`src/rtl/tdm_demux_1x8_pkg.sv`:
```
// tdm_demux_1x8_pkg: shared sizes and state encodings for the TDM demux
package tdm_demux_1x8_pkg;
  localparam int NUM_LANES = 8;
  localparam int SEL_W = 3;
  localparam int LANE_W = 1;
  localparam logic [0:0] ST_HUNT = 1'b0;
  localparam logic [0:0] ST_RUN = 1'b1;
endpackage

```
`src/rtl/tdm_demux_1x8_dec_3x8.sv`:
```
// dec_3x8: one-hot 3-to-8 decoder with enable
module dec_3x8 (
  input  logic [2:0] sel,
  input  logic       en,
  output logic [7:0] y
);
  assign y = en ? 8'b1 << sel : 8'b0;
endmodule

```
`src/rtl/tdm_demux_1x8.sv`:
```
// tdm_demux_1x8: slot-counted 1-to-8 TDM demultiplexer with atomic frame publish
module tdm_demux_1x8
  import tdm_demux_1x8_pkg::*;
(
  input  logic                        clk,
  input  logic                        rst,
  input  logic [LANE_W-1:0]           din,
  input  logic                        din_valid,
  input  logic                        frame_start,
  output logic [NUM_LANES*LANE_W-1:0] y,
  output logic                        frame_valid,
  output logic                        sync_err,
  output logic [SEL_W-1:0]            s,
  output logic                        locked
);
  logic [0:0] state;
  logic [NUM_LANES*LANE_W-1:0] shadow, shadow_nx;
  logic [NUM_LANES-1:0] we;
  logic [SEL_W-1:0] sel;
  logic run, realign, lost, wr, commit;
  always_comb begin
    run = state == ST_RUN;
    realign = din_valid && run && frame_start && s != '0;
    lost = din_valid && run && !frame_start && s == '0;
    wr = din_valid && (run ? !lost : frame_start);
    sel = realign ? '0 : s;
    commit = wr && !frame_start && s == SEL_W'(NUM_LANES - 1);
  end
  dec_3x8 u_dec (.sel(sel), .en(wr), .y(we));
  // a framing violation wipes the partial frame before the new lane 0 lands
  for (genvar k = 0; k < NUM_LANES; k++) begin : g_lane
    assign shadow_nx[k*LANE_W +: LANE_W] = we[k] ? din :
      (realign || lost) ? '0 : shadow[k*LANE_W +: LANE_W];
  end
  always_ff @(posedge clk) begin
    if (rst) begin
      state <= ST_HUNT;
      s <= '0;
      shadow <= '0;
      y <= '0;
      frame_valid <= 1'b0;
      sync_err <= 1'b0;
    end else begin
      frame_valid <= commit;
      sync_err <= realign || lost;
      shadow <= shadow_nx;
      if (wr) s <= sel + SEL_W'(1);
      if (wr) state <= ST_RUN;
      else if (lost) state <= ST_HUNT;
      if (commit) y <= shadow_nx;
    end
  end
  assign locked = state == ST_RUN;
endmodule

```
`config.mk`:
```
export PLATFORM = sky130hd
export DESIGN_NAME = tdm_demux_1x8
export DESIGN_NICKNAME = d
export VERILOG_FILES = /design/src/rtl/tdm_demux_1x8_pkg.sv /design/src/rtl/tdm_demux_1x8_dec_3x8.sv /design/src/rtl/tdm_demux_1x8.sv
export SDC_FILE = /design/constraint.sdc
export NUM_CORES = 1
export LEC_CHECK = 0
export ABC_AREA = 1
export BUFFER_PORTS_ARGS = -buffer_cell sky130_fd_sc_hd__buf_2
export CELL_PAD_IN_SITES_DETAIL_PLACEMENT = 1
export CELL_PAD_IN_SITES_GLOBAL_PLACEMENT = 1
export CORE_UTILIZATION = 40
export DETAILED_ROUTE_END_ITERATION = 6
export PLACE_DENSITY = 0.88
export SLEW_MARGIN = 10
export SYNTH_ARGS = -nofsm -noshare
export SYNTH_HDL_FRONTEND = slang
export SYNTH_HIERARCHICAL = 1
export SYNTH_SLANG_ARGS = --single-unit
```
`constraint.sdc`:
```
create_clock -name clk -period 4.2 [get_ports clk]
set_input_delay 0.21 -clock clk [delete_from_list [all_inputs] [get_ports clk]]
set_output_delay 0.21 -clock clk [all_outputs]
set_load 0.02 [all_outputs]
```
* Yosys cells after proc, flatten, opt, wreduce, memory -nomap -nowiden *
Index checks and enable logic that the tools add are counted.

operators by class
  reductions and logical operators = 14
  equal/unequal tests = 1
  shift operators = 1
  multiplexer cells = 21
  add/subtract/negate cells = 1

operators with widths
  cell                 number
  $mux 1               19
  $logic_and 1x1->1    8
  $mux 8               1
  $shl 1x3->8 const A  1
  $add 3x1->3 const B  1
  $eq 3x3->1 const B   1
  $logic_not 3->1      1
  $mux 3               1
  $reduce_bool 3->1    1
  $logic_not 1->1      2
  $reduce_bool 2->1    1
  $logic_or 1x1->1     1

word-level totals
  word-level logic and storage cells = 44
  input port bits = 5
  output and inout bits = 14
  register bits = 22

* Logic depth before layout (Yosys ltp) *
  depth after elaboration = 8
  gate-level depth with buffers = 13
  gate-level depth less buffers = 13

* By module *
Netlist, hierarchy kept.

modules (own cells, without submodules)
  module         area an instance (um^2)  cells each  sequential area each (um^2)  instances
  tdm_demux_1x8  1036.0                   157         440.4                        1
  dec_3x8        63.8                     17          0.0                          1

* Worst setup path after synthesis *
Ideal clock, no wire load.

  path type = register -> register
  start = register state (netlist: locked)
  end = register s[2]
  buffers on the path = 0
  clock period less this slack = 1649 ps
  slack = 2551 ps
  stages on the path, launching flop included = 11
  data arrival time = 1579 ps
  data required time = 4130 ps
  setup time = 70 ps
  cells stage by stage = dfxtp_1 > nand2_1 > nor2_1 > inv_1 > nand2_1 > inv_1 > ha_1 > or2_2 > nand2_1 > nand2_1 > a21oi_1

on the way
  elaborated cells between the ends (all ways) = 10
  classes of those cells = 1 x add/sub; 2 x mux; 7 x reduce/logical

RTL lines
  element                          line                 RTL
  start, declared                  tdm_demux_1x8.sv:16  logic [0:0] state;
  start signal, assigned           tdm_demux_1x8.sv:37  state <= ST_HUNT;
  start signal, assigned           tdm_demux_1x8.sv:48  if (wr) state <= ST_RUN;
  start signal, assigned           tdm_demux_1x8.sv:49  else if (lost) state <= ST_HUNT;
  $logic_and 1x1->1 (3 in series)  tdm_demux_1x8.sv:23  realign = din_valid && run && frame_start && s != '0;
  $mux 3                           tdm_demux_1x8.sv:26  sel = realign ? '0 : s;
  via sel[1]                       tdm_demux_1x8.sv:19  logic [SEL_W-1:0] sel;
  $add 3x1->3                      tdm_demux_1x8.sv:47  if (wr) s <= sel + SEL_W'(1);
  end signal, assigned             tdm_demux_1x8.sv:47
  end, declared                    tdm_demux_1x8.sv:13  output logic [SEL_W-1:0] s,

The timed path passes the listed nets, and every way through them passes these cells.
A chain may end at the register's enable or synchronous reset.

* Worst setup path in the final report *
  start = register state (netlist: locked)
  end = register y[0]

on the way
  elaborated cells between the ends (all ways) = 16
  classes of those cells = 1 x shift; 5 x mux; 10 x reduce/logical

RTL lines
  element                          line                        RTL
  $logic_and 1x1->1 (3 in series)  tdm_demux_1x8.sv:23
  $mux 3                           tdm_demux_1x8.sv:26
  via sel[2]                       tdm_demux_1x8.sv:19
  $shl 1x3->8                      tdm_demux_1x8_dec_3x8.sv:7  assign y = en ? 8'b1 << sel : 8'b0;
  $mux 8                           tdm_demux_1x8_dec_3x8.sv:7
  via we[0]                        tdm_demux_1x8.sv:18         logic [NUM_LANES-1:0] we;
  $mux 1                           tdm_demux_1x8.sv:32         assign shadow_nx[k*LANE_W +: LANE_W] = we[k] ? din :
  end signal, assigned             tdm_demux_1x8.sv:50         if (commit) y <= shadow_nx;
  end, declared                    tdm_demux_1x8.sv:10         output logic [NUM_LANES*LANE_W-1:0] y,

The timed path passes the listed nets, and every way through them passes these cells.

==> flow_metrics.tcl <==
set metrics [dict create \
    fmax_mhz 536 \
    post_synth.cell_area_avg_sq_um 6.32 \
    gp_routability_congestion 0.837 \
    grt_usage_pct 22.4 \
    cts_max_path_buffers 2 \
    grt_max_degree 18 \
    finalPower_mw 0.370 \
    start_util_pct 43.2 \
    worst_slew_pin_slew_ns 0.332 \
    period_minus_slack_ns 1.87 \
    area.growth.synth_to_final_pct 13.2 \
    cts_made_buffers 3 \
    slew_violations 0 \
    antenna_found_initial 0 \
    synth_seq_cells 22 \
    placed_cells 219 \
    clock_sinks 22 \
    maxCapViolCount 0 \
    fin_worst_skew_ns 0.00625 \
    hold_depth 2 \
    ir_worst_vdd_v 0.000168 \
    vias 1103 \
    ant_nets 0 \
    path_clk_slew_ns 0.13 \
    hold_buffers 0 \
    power.leakage_nw 0.688 \
    rrSetupSlack_ns 2.33 \
    clock_latency_ns 0.32 \
    syn-num-nets 180 \
    grt_pass1_vias 1088 \
    synth_ff_type "dfxtp_1" \
    endpoint_kind "flop" \
    start_kind "flop" \
    wl_microns 2760 \
    die-area_sq_um 2960 \
    std_cell_rows 18 \
    min_path_type "input pin to flop" \
    drt_iter0_markers 18 \
    fp.dieH_microns 54.4 \
    hold_viol 0 \
    slew_headroom_pct 77.7 \
    grt_pass1_wl_microns 4660 \
    fin_nets 200 \
    whs_endpoint "frame_valid$_SDFF_PP0_" \
    place_worst_setup_slack_ns 2.38 \
    yosys_warnings 6 \
    viasPerCell 4.95 \
    ys_async_sr_fraction_pct 0 \
    cts_root_buf "clkbuf_4" \
    timing.rr.end "y[0]$_SDFFE_PP0P_" \
    cp_data_required_time_ns 4.42 \
    synth-edff-count 0 \
    r2r_start "locked$_SDFFE_PP0P_" \
    io_pins 19 \
    wl_per_cell_microns 12.4 \
    setup_ws_ns 2.33 \
    rsz0062_at_grt "false" \
    synthCells 174 \
    final_cells 223 \
    dp_hpwl_microns 2100 \
    cp.arrival_ns 2.09 \
    outcome "completed" \
    reg2regPathDepth 13 \
    h-tree-depth 1 \
    hp-start "rst" \
    cts_resized 0 \
    layout-drive-gt1-share_pct 15.0 \
    drc_errors 0 \
    synth_area_sq_um 1100 \
    worst-path-max-fanout 10 \
    yosysUniqueCellTypes 16 \
    die_x_microns 54.4 \
    p_per_area_nw_per_um2 298 \
    antennaDiodeCount 0 \
    postCtsSetupRepairBufs 0 \
    cts_tree "done" \
    synth-seq-area-share_pct 40.0 \
    dr.pass1.iters 6 \
    setup_viol 0 \
    period_share_pct 44.5 \
    grt_overflow_total 0 \
    tns_ns 0 \
    port-buffer-count 18 \
    crit_type "flop to flop" \
    core_area_sq_um 2540 \
]
routing by layer:
metal	GRT usage (%)	vias up	wire length, microns
li1	-	556	-
met1	25.8	515	1210
met2	40.0	22	1410
met3	3.61	10	75
met4	9.83	0	65
met5	0	-	0
metrics by stage:
stage	hold slack [ns]	cell area [sq um]	util, %
final	0.214	1240	48.9
after global routing	0.235	1240	48.9
after CTS	0.210	1240	48.9
after detailed placement	0.509	1210	47.5
after global placement	0.499	1210	47.5
after floorplan	0.279	1100	-
critical path: stages, from the launching register on:
cell and delay [ns]:
dfxtp_1 0.37, nand2_1 0.10, nor2_1 0.20, nand2_2 0.19, nand2_1 0.14, inv_1 0.07
inv_1 0.05, nand2_1 0.09, nor2_1 0.16, nor2_1 0.06, nand3_1 0.11, nand2_1 0.07
nor2_1 0.10, nor2_1 0.06
cells in the mapped netlist (2+ instances only):
master / instances / area share (%)
nand2_1: 47 / 16
nor2_1: 39 / 13
inv_1: 29 / 9.9
dfxtp_1: 22 / 40
a21oi_1: 12 / 5.5
nand3_1: 11 / 5.0
nand2_2: 3 / 1.7
nand2_4: 2 / 2.0
o21ai_0: 2 / 0.91
cells in the final DEF (no fill, tap or decap), drive strengths merged:
| cell type | n |
|---|---|
| nand3 | 11 |
| o21ai | 2 |
| buf | 18 |
| a21oi | 12 |
| inv | 29 |
| nor2 | 39 |
| or2 | 1 |
| ha | 1 |
| clkbuf | 4 |
| clkinv | 1 |
| dfxtp | 22 |
| nand2 | 53 |
state kept, by name, indices dropped and copies added (netlist names):
register / flops
shadow: 8
y: 8
s: 3
frame_valid: 1
locked: 1
sync_err: 1
area by class of cell:
class | count | area (sq um)
clock buffers | 4 | 36.3
well taps | 30 | 37.5
multi-input cells | 119 | 528
fillers | 370 | 1300
inverters | 30 | 113
flip-flops and latches | 22 | 440
repair buffers | 18 | 90.1
cell families (layout without fill, tap and decap cells):
kind of cell	after synthesis	after routing	synth area share, %
flip-flops	22	22	40.0
buffers and inverters	33	52	11.9
adder cells (fa/ha/maj)	1	1	1.14
AO/OA/AOI/OAI	14	14	6.37
AND/OR/NAND/NOR	104	104	40.5
worst max path at each step:
stage	from	to	depth (start not counted)	slack (ns)
floorplan	locked$_SDFFE_PP0P_	s[2]$_SDFFE_PP0P_	10	2.55
global placement	locked$_SDFFE_PP0P_	y[0]$_SDFFE_PP0P_	13	2.52
detailed placement	locked$_SDFFE_PP0P_	y[0]$_SDFFE_PP0P_	13	2.38
CTS	locked$_SDFFE_PP0P_	y[0]$_SDFFE_PP0P_	13	2.35
global route	locked$_SDFFE_PP0P_	y[1]$_SDFFE_PP0P_	13	2.03
finish	locked$_SDFFE_PP0P_	y[0]$_SDFFE_PP0P_	13	2.33
report_power, final:
| part | total [mW] | internal, mW | switching [mW] |
|---|---|---|---|
| Sequential | 0.214 | 0.211 | 0.00219 |
| Clock | 0.121 | 0.0530 | 0.0684 |
| Combinational | 0.0353 | 0.0102 | 0.0251 |
| Total | 0.370 | 0.275 | 0.0957 |
Note: power is estimated with default switching activity, not from simulation.
